==> config.mk <==
export PLATFORM = sky130hd
export DESIGN_NAME = rom_stream_reader
export DESIGN_NICKNAME = d
export VERILOG_FILES = /design/src/rtl/rom_stream_pkg.sv /design/src/rtl/stream_fifo.sv /design/src/rtl/rom_stream_reader.sv
export SDC_FILE = /design/constraint.sdc
export NUM_CORES = 1
export LEC_CHECK = 0
export ABC_AREA = 1
export CAP_MARGIN = 20
export CORE_UTILIZATION = 35
export CTS_CLUSTER_DIAMETER = 200
export CTS_CLUSTER_SIZE = 28
export DETAILED_ROUTE_END_ITERATION = 8
export SLEW_MARGIN = 10
export SYNTH_ARGS = -nofsm -noshare
export SYNTH_HDL_FRONTEND = slang
export SYNTH_HIERARCHICAL = 1
export SYNTH_SLANG_ARGS = --single-unit
==> constraint.sdc <==
create_clock -name clock -period 2.28 [get_ports clock]
set_input_delay 0.456 -clock clock [delete_from_list [all_inputs] [get_ports clock]]
set_output_delay 0.456 -clock clock [all_outputs]
set_load 0.01 [all_outputs]
==> src/rtl/rom_stream_pkg.sv <==
// rtl/rom_stream_pkg.sv - shared state type and default parameters for rom_stream_reader
package rom_stream_pkg;

  typedef enum logic [1:0] {
    IDLE  = 2'd0,
    ISSUE = 2'd1,
    DRAIN = 2'd2
  } state_t;

  localparam int DEF_WIDTH      = 32;
  localparam int DEF_ADDR_WIDTH = 10;
  localparam int DEF_NUM_WORDS  = 1024;
  localparam int DEF_LATENCY    = 2;
  localparam int DEF_FIFO_DEPTH = 4;

endpackage

==> src/rtl/stream_fifo.sv <==
// rtl/stream_fifo.sv - first-word-fall-through output buffer with occupancy count
module stream_fifo
  import rom_stream_pkg::*;
#(
  parameter int WIDTH = DEF_WIDTH,
  parameter int DEPTH = DEF_FIFO_DEPTH,
  localparam int PW = (DEPTH > 1) ? $clog2(DEPTH) : 1,
  localparam int LW = $clog2(DEPTH + 1)
) (
  input  logic             clock,
  input  logic             reset,
  input  logic             wr_en,
  input  logic [WIDTH-1:0] wr_data,
  input  logic             rd_en,
  output logic [WIDTH-1:0] rd_data,
  output logic             empty,
  output logic [LW-1:0]    level
);

  logic [WIDTH-1:0] mem [DEPTH];
  logic [PW-1:0]    wr_ptr;
  logic [PW-1:0]    rd_ptr;
  logic [LW-1:0]    cnt;
  logic             do_wr;
  logic             do_rd;

  function automatic logic [PW-1:0] bump(input logic [PW-1:0] p);
    return (p == PW'(DEPTH - 1)) ? '0 : p + PW'(1);
  endfunction

  assign do_rd   = rd_en && (cnt != '0);
  assign do_wr   = wr_en && (cnt != LW'(DEPTH));
  assign rd_data = mem[rd_ptr];
  assign empty   = (cnt == '0);
  assign level   = cnt;

  always_ff @(posedge clock) begin
    if (do_wr) begin
      mem[wr_ptr] <= wr_data;
    end
  end

  always_ff @(posedge clock) begin
    if (reset) begin
      wr_ptr <= '0;
      rd_ptr <= '0;
      cnt    <= '0;
    end else begin
      if (do_wr) wr_ptr <= bump(wr_ptr);
      if (do_rd) rd_ptr <= bump(rd_ptr);
      case ({do_wr, do_rd})
        2'b10:   cnt <= cnt + LW'(1);
        2'b01:   cnt <= cnt - LW'(1);
        default: cnt <= cnt;
      endcase
    end
  end

endmodule

==> src/rtl/rom_stream_reader.sv <==
// rtl/rom_stream_reader.sv - bursts words out of a registered ROM into a ready/valid stream
// Optional running XOR output enabled by ROM_STREAM_CHECKSUM_EN.
module rom_stream_reader
  import rom_stream_pkg::*;
#(
  parameter int WIDTH      = DEF_WIDTH,
  parameter int ADDR_WIDTH = DEF_ADDR_WIDTH,
  parameter int NUM_WORDS  = DEF_NUM_WORDS,
  parameter int LATENCY    = DEF_LATENCY,
  parameter int FIFO_DEPTH = DEF_FIFO_DEPTH
) (
  input  logic                  clock,
  input  logic                  reset,
  input  logic                  start,
  input  logic [ADDR_WIDTH-1:0] base_addr,
  input  logic [ADDR_WIDTH:0]   count,
  output logic                  busy,
  output logic                  done,
  output logic [ADDR_WIDTH-1:0] rom_address,
  output logic                  rom_memenab,
  input  logic [WIDTH-1:0]      rom_q,
  output logic [WIDTH-1:0]      out_data,
  output logic                  out_valid,
  input  logic                  out_ready
`ifdef ROM_STREAM_CHECKSUM_EN
  ,
  output logic [WIDTH-1:0]      checksum
`endif
);

  localparam int LW = $clog2(FIFO_DEPTH + 1);
  localparam int FW = $clog2(LATENCY + 2);

  state_t                state, state_nx;
  logic [ADDR_WIDTH-1:0] next_addr, last_addr, issue_addr;
  logic [ADDR_WIDTH:0]   remaining, remain_now;
  logic [LATENCY-1:0]    tag;
  logic [FW-1:0]         in_flight;
  logic [LW-1:0]         level;
  logic                  fifo_empty, issue, accept, xfer, last_xfer, zero_done, wr_en, room;

  function automatic logic [ADDR_WIDTH-1:0] wrap_inc(input logic [ADDR_WIDTH-1:0] a);
    return (a == ADDR_WIDTH'(NUM_WORDS - 1)) ? '0 : a + ADDR_WIDTH'(1);
  endfunction

  assign accept      = (state == IDLE) && start;
  assign xfer        = out_valid && out_ready;
  assign wr_en       = tag[LATENCY-1];
  assign room        = (int'(level) + int'(in_flight) + 1) <= FIFO_DEPTH;
  assign busy        = (state != IDLE);
  assign done        = zero_done || last_xfer;
  assign rom_memenab = 1'b1;
  assign out_valid   = !fifo_empty;
  assign rom_address = issue ? issue_addr : last_addr;

  // The first word is issued in the start cycle itself so the first out_valid
  // appears LATENCY+1 cycles after start.
  always_comb begin
    state_nx   = state;
    issue      = 1'b0;
    issue_addr = next_addr;
    remain_now = remaining;
    last_xfer  = 1'b0;
    case (state)
      IDLE: begin
        if (start && (count != '0)) begin
          issue      = 1'b1;
          issue_addr = base_addr;
          remain_now = count;
        end
      end
      ISSUE: issue = room;
      DRAIN: begin
        if ((in_flight == '0) && (level == LW'(1)) && xfer) begin
          last_xfer = 1'b1;
          state_nx  = IDLE;
        end
      end
      default: state_nx = IDLE;
    endcase
    if (issue) begin
      state_nx = (remain_now == (ADDR_WIDTH + 1)'(1)) ? DRAIN : ISSUE;
    end
  end

  always_ff @(posedge clock) begin
    if (reset) begin
      state     <= IDLE;
      next_addr <= '0;
      last_addr <= '0;
      remaining <= '0;
      tag       <= '0;
      in_flight <= '0;
      zero_done <= 1'b0;
    end else begin
      state     <= state_nx;
      zero_done <= accept && (count == '0);
      tag       <= (tag << 1) | LATENCY'(issue);
      if (issue) begin
        last_addr <= issue_addr;
        next_addr <= wrap_inc(issue_addr);
        remaining <= remain_now - (ADDR_WIDTH + 1)'(1);
      end
      case ({issue, wr_en})
        2'b10:   in_flight <= in_flight + FW'(1);
        2'b01:   in_flight <= in_flight - FW'(1);
        default: in_flight <= in_flight;
      endcase
    end
  end

  stream_fifo #(
    .WIDTH (WIDTH),
    .DEPTH (FIFO_DEPTH)
  ) u_fifo (
    .clock   (clock),
    .reset   (reset),
    .wr_en   (wr_en),
    .wr_data (rom_q),
    .rd_en   (xfer),
    .rd_data (out_data),
    .empty   (fifo_empty),
    .level   (level)
  );

`ifdef ROM_STREAM_CHECKSUM_EN
  always_ff @(posedge clock) begin
    if (reset || accept) begin
      checksum <= '0;
    end else if (xfer) begin
      checksum <= checksum ^ out_data;
    end
  end
`endif

endmodule

==> metrics.cfg <==
[global_route]
gr-total-overflow=0
top_usage_layer=met2
grtUsageTotal=0.168
grt_pass1_wl_um=29000
grt_util_met3=0.0407
use_met2=0.291
antenna_found_initial=0
grt_max_degree=33
first_global_vias=5729
grtUsageMet1=0.209

[synthesis]
netlist_area_um2=7790
ys_seq_area_frac=0.614
yosys_warnings=6
synth_cell_types=42
postSynthAreaPerCell_um2=10.2
synthCells=765
async_reset_ff_frac=0
syn-num-nets=835
synth_top_flop_cell=edfxtp_1
synth_edf_count=128
ys_ff_latch=175

[routing]
routedWlPerCell_um=14.5
ant_nets=0
vias_per_cell=4.74
first_pass_iters=5
vias=5988
wl_um=18300
drc=0
drtIter0Drc=250

[die]
die_area_um2=22900
boundaryPins=103
die_w_um=151
num_rows=54
start_util=0.357
die_h_um=151
core_um2=21800

[power]
p_sw_frac=0.292
power_frac_clock=0.334
combPwrFrac=0.248
p_int_w=0.00623
leakage_nw=4.44
powerDensity_nw_per_um2=812
seqPwrFrac=0.418
p_switching_w=0.00257
vdd_drop_max_mv=0.489

[setup_path]
path_class=flop to output pin
r2r_cells=19
rr_endpoint=last_addr[2]
path_max_fanout=5
start_kind=flop
startpoint=in_flight[0]
crit_path_end_kind=output pin
cpMaxStageDelayCell=dfxtp_2
cp.arrival_ns=2.04
worst-path-stages=12
cp-endpoint=rom_address[1]
critical_path.cell_chain=inv_2 -> ha_4 -> nand2_4 -> o22ai_2 -> nand3_2 -> nand2_4 -> buf_6 -> buf_8 -> nand3_4 -> o21ai_4 -> inv_1 -> buf_2
reg2reg_from=u_fifo/level[1]
crit_family=buffers and inverters
worstPathRequired_ns=1.82
worst_path_largest_cell_delay_ns=0.33
cp_num_buf_inv=5
r2r_slack_ns=-0.19
path_common_cell=nand2_4

[clocking]
numCtsBuffers=17
cts_tree=built
root_buffer=clkbuf_16
clkSinkCount=175
clk_pin_slew_ns=0.07
htreeDepth=4
clk_latency_ns=0.43
holdBufCountCts=0
clockBufferDepth=2

[final_layout]
drive_above_1_share=0.274
fin_nets=1040
fillCellCount=1991
syn_to_final_growth_pct=39.1
finalInstanceArea_um2=10800
diodes=0

[place]
routabilityCongestion=0.822
portBuffers=101
dpl.hpwl_um=11400
placed_area_um2=9670
post-place-ws_ns=-0.719

[timing]
fin_ws_ns=-0.220
rsz0062_at_grt=true
whs_ns=0.400
fin_crit_ns=2.50
final-setup-viol-count=11
drv_slew=0
hold_violations=0
fmax_mhz=400
fin_skew_ns=0.0110
fin_crit_sh=1.10

[flow_run]
drv_cap=0

[hold_path]
hp-class=flop to flop

[status]
violations=setup timing
status=complete, but fails checks

==> worst reg2reg max path, cell delays in order, from the launching register on <==
cell and delay [ns]:
dfxtp_4 0.36, ha_4 0.28, inv_2 0.04, nor2_4 0.09, o22ai_2 0.06, nand3_2 0.10, nand2_4 0.07, buf_6 0.13
buf_8 0.13, nand2_2 0.06, o21ai_2 0.06, buf_4 0.12, buf_4 0.12, buf_4 0.12, buf_4 0.12, buf_4 0.12
buf_4 0.12, buf_4 0.12, buf_4 0.13, nor2_4 0.07
==> registers in the layout, indices dropped and copies added (netlist names), named ones only <==
signal / count
state: 2
u_fifo/wr_ptr: 2
u_fifo/mem: 128
zero_done: 1
next_addr: 10
tag: 2
u_fifo/rd_ptr: 2
in_flight: 2
u_fifo/level: 3
last_addr: 10
remaining: 11
==> per-layer routing <==
metal,vias up,share of wire
li1,3031,-
met1,2800,0.44
met2,143,0.50
met3,14,0.055
met4,0,0.0074
met5,-,0
==> timing repair <==
item / 4_1_cts / 5_1_grt
resized for setup: 141 / 57
gates cloned: 4 / 1
pin swaps: 15 / 21
setup endpoints to repair: 51 / 49
buffers inserted: 20 / 7
==> metrics by stage <==
| stage | power [W] | utilization | cells | setup TNS (ns) |
|---|---|---|---|---|
| after floorplan | 0.00472 | - | 765 | -16.73 |
| after global placement | 0.00560 | 0.443 | 1202 | -15.77 |
| after detailed placement | 0.00561 | 0.443 | 1202 | -16.70 |
| after CTS | 0.00875 | 0.487 | 1257 | -2.56 |
| after global routing | 0.00925 | 0.497 | 1263 | -3.36 |
| final | 0.00879 | 0.497 | 1263 | -1.99 |
==> cell type report <==
cell class	count	area, um2	area share
Sequential cell	175	4800	0.443
Inverter	81	324	0.0299
Multi-Input combinational cell	476	2710	0.250
Tap cell	280	350	0.0323
Clock buffer	17	425	0.0393
Clock inverter	15	188	0.0173
Timing Repair Buffer	219	2040	0.188
==> power groups by stage <==
| stage | sequential, W | clock, W | combinational, W |
|---|---|---|---|
| CTS | 0.00367 | 0.00303 | 0.00204 |
| global route | 0.00369 | 0.00314 | 0.00242 |
| global placement | 0.00373 | 0 | 0.00187 |
| finish | 0.00368 | 0.00294 | 0.00218 |
| floorplan | 0.00372 | 0 | 0.00101 |
| detailed placement | 0.00373 | 0 | 0.00188 |
==> kinds of logic after synthesis <==
logic type | Yosys count | synth area share
XOR/XNOR | 3 | 0.00337
flip-flops | 175 | 0.614
buffers and inverters | 114 | 0.0723
AO/OA/AOI/OAI | 157 | 0.112
AND/OR/NAND/NOR | 301 | 0.174
other | 1 | 0.000481
multiplexers | 1 | 0.00177
adder cells (fa/ha/maj) | 13 | 0.0218
==> placed cells by master, fill, tap and decap left out, drive strengths merged, types with 2 or more instances in the layout <==
cell,n
edfxtp,128
buf,126
nand2,124
nor2,120
o21ai,89
inv,88
clkdlybuf4s50,48
dfxtp,47
nand3,41
o22ai,33
dlygate4sd2,30
a21oi,26
clkbuf,23
ha,12
nand3b,6
dlymetal6s2s,6
clkinv,5
nand4,4
o21bai,3
a211oi,3
xor2,3
or2,3
a31oi,2
clkinvlp,2
bufbuf,2
nor3,2
==> synthesized netlist by cell type, drive strengths merged (3+ instances only) <==
cell type	number	share of area
edfxtp	128	0.49
nand2	124	0.066
nor2	120	0.064
o21ai	89	0.061
inv	81	0.040
dfxtp	47	0.12
nand3	41	0.029
o22ai	33	0.027
buf	29	0.030
a21oi	26	0.017
ha	12	0.019
nand3b	6	0.0058
clkbuf	4	0.0019
nand4	4	0.0032
a211oi	3	0.0029
o21bai	3	0.0029
or2	3	0.0027
xor2	3	0.0034
==> worst min path at each step <==
stage          cells past startpoint  slack (ns)  endpoint   start
2_1_floorplan                      2        0.39    tag[1]  tag[0]
3_3_place_gp                       2        0.39    tag[1]  tag[0]
3_5_place_dp                       2        0.39    tag[1]  tag[0]
4_1_cts                            2        0.40    tag[1]  tag[0]
5_1_grt                            2        0.45    tag[1]  tag[0]
6_report                           2        0.40    tag[1]  tag[0]
No activity file was read; power rests on OpenSTA's default activity.
